`src/rtl/bu2020_pkg.sv`:
```
// Shared widths, reset vector and queue entry layout for the BU2020 fetch path.
package bu2020_pkg;

    localparam int unsigned ADDR_W = 12;
    localparam int unsigned DATA_W = 16;
    localparam logic [ADDR_W-1:0] RESET_PC = '0;

    typedef struct packed {
        logic [DATA_W-1:0] data;
        logic [ADDR_W-1:0] addr;
    } fetch_entry_t;

endpackage

```
`src/rtl/bu2020_sync_fifo.sv`:
```
// Generic DEPTH x WIDTH synchronous FIFO with async reset, synchronous clear and head read.
module bu2020_sync_fifo #(
    parameter int unsigned DEPTH = 4,
    parameter int unsigned WIDTH = 8
) (
    input  logic                       i_clk,
    input  logic                       i_rst,
    input  logic                       i_clear,
    input  logic                       i_push,
    input  logic [WIDTH-1:0]           i_data,
    input  logic                       i_pop,
    output logic [WIDTH-1:0]           o_head,
    output logic [$clog2(DEPTH):0]     o_level
);

    localparam int unsigned PW = $clog2(DEPTH);
    localparam int unsigned LW = PW + 1;

    logic [WIDTH-1:0] r_mem [DEPTH];
    logic [PW-1:0]    r_wr_ptr;
    logic [PW-1:0]    r_rd_ptr;
    logic [LW-1:0]    r_count;
    logic [WIDTH-1:0] r_last;
    logic             w_pop;
    logic             w_nonempty;

    assign w_nonempty = (r_count != '0);
    assign w_pop      = i_pop && w_nonempty;
    // When empty, keep presenting the most recently retired head.
    assign o_head     = w_nonempty ? r_mem[r_rd_ptr] : r_last;
    assign o_level    = r_count;

    always_ff @(posedge i_clk or posedge i_rst) begin
        if (i_rst) begin
            for (int i = 0; i < DEPTH; i++) r_mem[i] <= '0;
            r_wr_ptr <= '0;
            r_rd_ptr <= '0;
            r_count  <= '0;
            r_last   <= '0;
        end else if (i_clear) begin
            if (w_nonempty) r_last <= r_mem[r_rd_ptr];
            r_wr_ptr <= '0;
            r_rd_ptr <= '0;
            r_count  <= '0;
        end else begin
            if (i_push) begin
                r_mem[r_wr_ptr] <= i_data;
                r_wr_ptr        <= r_wr_ptr + PW'(1);
            end
            if (w_pop) begin
                r_last   <= r_mem[r_rd_ptr];
                r_rd_ptr <= r_rd_ptr + PW'(1);
            end
            case ({i_push, w_pop})
                2'b10:   r_count <= r_count + LW'(1);
                2'b01:   r_count <= r_count - LW'(1);
                default: r_count <= r_count;
            endcase
        end
    end

    a_no_overflow: assert property (@(posedge i_clk) disable iff (i_rst)
        !(i_push && !i_clear && !w_pop && r_count == LW'(DEPTH)));

endmodule

```
`src/rtl/bu2020_fetch_queue.sv`:
```
// Instruction prefetch queue: issues sequential fetches, captures 1-cycle-latency words, buffers them.
module bu2020_fetch_queue
    import bu2020_pkg::*;
#(
    parameter int unsigned DEPTH = 4
) (
    input  logic                       clk,
    input  logic                       rst,
    output logic [ADDR_W-1:0]          imem_addr,
    input  logic [DATA_W-1:0]          imem_data,
    input  logic                       flush,
    input  logic [ADDR_W-1:0]          flush_addr,
    output logic                       instr_valid,
    input  logic                       instr_ready,
    output logic [DATA_W-1:0]          instr_data,
    output logic [ADDR_W-1:0]          instr_addr,
    output logic [$clog2(DEPTH):0]     level
);

    logic [ADDR_W-1:0]     r_fetch_pc;
    logic                  r_resp_v;
    logic [ADDR_W-1:0]     r_resp_addr;
    logic [$clog2(DEPTH):0] w_level;
    logic                  w_issue;
    logic                  w_push;
    logic                  w_pop;
    fetch_entry_t          w_push_entry;
    fetch_entry_t          w_head;

    // Credit: a word already in flight still needs a free slot when it lands.
    assign w_issue      = !flush && ((32'(w_level) + 32'(r_resp_v)) < DEPTH);
    assign w_push       = r_resp_v && !flush;
    assign w_pop        = instr_valid && instr_ready;
    assign w_push_entry = '{data: imem_data, addr: r_resp_addr};

    assign imem_addr   = r_fetch_pc;
    assign instr_valid = (w_level != '0);
    assign instr_data  = w_head.data;
    assign instr_addr  = w_head.addr;
    assign level       = w_level;

    always_ff @(posedge clk or posedge rst) begin
        if (rst) begin
            r_fetch_pc  <= RESET_PC;
            r_resp_v    <= 1'b0;
            r_resp_addr <= '0;
        end else if (flush) begin
            r_fetch_pc <= flush_addr;
            r_resp_v   <= 1'b0;
        end else if (w_issue) begin
            r_resp_v    <= 1'b1;
            r_resp_addr <= r_fetch_pc;
            r_fetch_pc  <= r_fetch_pc + ADDR_W'(1);
        end else begin
            r_resp_v <= 1'b0;
        end
    end

    bu2020_sync_fifo #(
        .DEPTH (DEPTH),
        .WIDTH ($bits(fetch_entry_t))
    ) u_fifo (
        .i_clk   (clk),
        .i_rst   (rst),
        .i_clear (flush),
        .i_push  (w_push),
        .i_data  (w_push_entry),
        .i_pop   (w_pop),
        .o_head  (w_head),
        .o_level (w_level)
    );

endmodule

```
`config.mk`:
```
export PLATFORM = sky130hd
export DESIGN_NAME = bu2020_fetch_queue
export DESIGN_NICKNAME = d
export VERILOG_FILES = /design/src/rtl/bu2020_pkg.sv /design/src/rtl/bu2020_sync_fifo.sv /design/src/rtl/bu2020_fetch_queue.sv
export SDC_FILE = /design/constraint.sdc
export NUM_CORES = 1
export LEC_CHECK = 0
export ABC_AREA = 1
export BUFFER_PORTS_ARGS = -buffer_cell sky130_fd_sc_hd__clkbuf_2
export CORE_ASPECT_RATIO = 0.6
export CORE_MARGIN = 8
export CORE_UTILIZATION = 64
export CTS_CLUSTER_SIZE = 8
export DETAILED_ROUTE_END_ITERATION = 16
export GPL_ROUTABILITY_DRIVEN = 0
export PLACE_DENSITY_LB_ADDON = 0.08
export SETUP_SLACK_MARGIN = 0.3
export SLEW_MARGIN = 5
export SYNTH_ARGS = -nofsm -noshare
export SYNTH_HDL_FRONTEND = slang
export SYNTH_SLANG_ARGS = --single-unit
```
`constraint.sdc`:
```
create_clock -name clk -period 15.1 [get_ports clk]
set_clock_uncertainty 0.2 [all_clocks]
set_input_delay 3.02 -clock clk [delete_from_list [all_inputs] [get_ports clk]]
set_output_delay 3.02 -clock clk [all_outputs]
set_load 0.01 [all_outputs]
```
==> flow_metrics.tcl <==
set metrics [dict create \
    status "complete, no violations" \
    route.detailed.drc 0 \
    post-cts-setup-buffer-count 0 \
    synth_cell_types 28 \
    worstPathMaxFanout 30 \
    rsz0062_at_grt "false" \
    min_path_type "reg -> reg" \
    synthArstFlopShare_pct 100 \
    r2r-start "u_fifo.r_rd_ptr[1]" \
    cts_root_buffer "clkbuf_16" \
    port_buffers 75 \
    drive_above_1_share_pct 13.3 \
    grt-ovfl-total 0 \
    start_util_pct 66.0 \
    tightest_slew_ns 1.20 \
    timing.rr.end "u_fifo.r_last[0]" \
    worstPathArrival_ns 3.38 \
    min_to "u_fifo.r_mem[71]" \
    hold_path_depth 2 \
    setup_ws_ns 8.50 \
    cap_violations 0 \
    synthesis.nets 1148 \
    die_height_um 106 \
    path_clk_slew_ns 0.07 \
    dp.cells 1295 \
    syn_area_sq_mm 0.00857 \
    vias 7355 \
    drt-total-wl_mm 21.4 \
    final_cells 1327 \
    cts_buffers 17 \
    hold_viol_final 0 \
    synth_cells 1110 \
    syn_avg_cell_area_sq_um 7.72 \
    cts_tree "done" \
    startpoint_type "register" \
    ys_warn_count 0 \
    pre_cts_ws_ns 9.05 \
    dieArea_sq_mm 0.0175 \
    cts_htree_levels 4 \
    nets 1182 \
    end_kind "primary output" \
    grt_antenna_before_repair 0 \
    hold_path.startpoint "u_fifo.r_mem[71]" \
    viasPerCell 5.54 \
    crit_required_ns 11.88 \
    clock_sinks 172 \
    min_period_ns 6.60 \
    ys_ff_latch 172 \
    synth_edf_count 0 \
    slew_viol_final 0 \
    ir_drop_uv 163 \
    io_pins 76 \
    core_area_sq_mm 0.0130 \
    critical_path_class "reg -> out" \
    grt_usage_pct 25.1 \
    drt_first_pass_iters 5 \
    max_clock_freq_mhz 151 \
    die_x_um 165 \
    rows 32 \
    reg2reg_slack_ns 12.03 \
    final.setup.tns_ns 0 \
    postCtsResizedCells 0 \
    final_antenna_net_count 0 \
    grt_pass1_wl_mm 35.2 \
    max_slew_margin_pct 19.7 \
    dpl.hpwl_mm 13.3 \
    syn2layout_area_growth_pct 9.89 \
    grt_max_degree 94 \
    wl_per_cell_um 16.1 \
    powerDensity_mw_per_mm2 216 \
    grt_pass1_vias 6736 \
    clk_path_buf_depth 2 \
    finalSetupViolCount 0 \
    first_iter_violations 738 \
    synth_flop_cell "dfrtp_1" \
    reg2regPathDepth 6 \
    ys_seq_area_share_pct 50.2 \
    cts_hold_buf 0 \
    fin_crit_sh_pct 43.7 \
    clk_latency_ns 0.42 \
    fin_util_pct 72.6 \
    power_leakage_nw 4.90 \
    diodes 0 \
]
Yosys cell counts, types with 9 or more instances:
cell	number	share of area (%)
dfrtp_1	172	50
nor2_1	36	1.6
a21oi_1	32	1.9
nand3_1	108	6.3
a21boi_0	28	2.5
buf_2	26	1.5
inv_1	78	3.4
o21ai_1	33	1.9
nand2_1	405	18
buf_6	12	1.6
buf_4	9	0.79
o21ai_0	98	5.7
clkbuf_1	15	0.66
inv_2	32	1.4
layout by cell type (no fill, tap or decap), types with 2 or more instances in the layout:
master,Yosys,layout
nand3_1,108,108
inv_1,78,77
nor2_2,1,2
o21ai_1,33,33
bufinv_16,0,3
dfrtp_1,172,171
clkbuf_8,0,3
clkbuf_2,0,75
buf_4,9,3
clkinv_2,0,3
nand2_2,3,6
clkbuf_16,0,17
clkbuf_1,15,2
nand2_1,405,402
nand2_4,2,2
o21ai_0,98,98
nor2_1,36,35
inv_2,32,32
ha_1,5,5
xnor2_1,4,4
a21boi_0,28,28
inv_6,1,2
clkinv_4,0,3
o211ai_1,3,3
a21oi_1,32,32
per-stage QoR:
stage                     power [W]  hold slack [ns]  cell area [sq um]
after detailed placement    0.00158            0.273               8800
after CTS                   0.00203            0.288               9420
after global routing        0.00219            0.304               9420
after global placement      0.00155            0.266               8800
final                       0.00203            0.286               9420
after floorplan             0.00134            0.253               8570
metal layers:
layer | up-vias | track usage (%) | wire, um
li1 | 3581 | - | -
met1 | 3464 | 40.4 | 10600
met2 | 286 | 33.4 | 8820
met3 | 24 | 5.67 | 1760
met4 | 0 | 5.27 | 195
met5 | - | 0 | 0
cell families after synthesis:
group | after synthesis | synth area share (%)
DFF | 172 | 50.2
AOI/OAI and AO/OA | 195 | 12.3
adders and majority gates | 6 | 0.964
buffers and inverters | 174 | 9.51
xor gates and xnor gates | 5 | 0.511
and+or+nand+nor | 558 | 26.5
critical path: stages, from the launching register on:
cell,delay [ns]
dfrtp_1,1.11
inv_1,0.91
nand3_1,0.33
nand2_1,0.13
a21boi_0,0.28
clkbuf_2,0.19
final cells by class:
cell class | count | area [sq um]
Inverter | 111 | 427
Timing Repair Buffer | 78 | 398
Sequential cell | 172 | 4310
Tap cell | 170 | 213
Clock inverter | 10 | 139
Multi-Input combinational cell | 764 | 3460
Clock buffer | 22 | 474
Fill cell | 991 | 3560
power breakdown:
| part | switching [W] | internal [W] | total, W |
|---|---|---|---|
| combinational | 0.000541 | 0.000283 | 0.000825 |
| sequential | 0.000112 | 0.000647 | 0.000759 |
| clock | 0.000177 | 0.000274 | 0.000451 |
how the worst max path moves through the flow:
stage / start / to / slack, ns / cells after the start
after floorplan: rst / imem_addr[0] / 7.22 / 1
after global placement: u_fifo.r_rd_ptr[1] / instr_addr[10] / 9.09 / 5
after detailed placement: u_fifo.r_rd_ptr[1] / instr_addr[10] / 9.05 / 5
after CTS: u_fifo.r_rd_ptr[1] / instr_addr[10] / 8.57 / 5
after global routing: u_fifo.r_rd_ptr[1] / instr_addr[8] / 8.38 / 5
final: u_fifo.r_rd_ptr[1] / instr_addr[10] / 8.50 / 5
registers in the layout, summed over array words and instances (netlist names):
signal / flops
u_fifo.r_mem: 112
r_resp_v: 1
r_resp_addr: 12
u_fifo.r_rd_ptr: 2
u_fifo.r_last: 28
u_fifo.r_wr_ptr: 2
u_fifo.o_level: 3
imem_addr: 12
(Power assumes the default switching activity.)
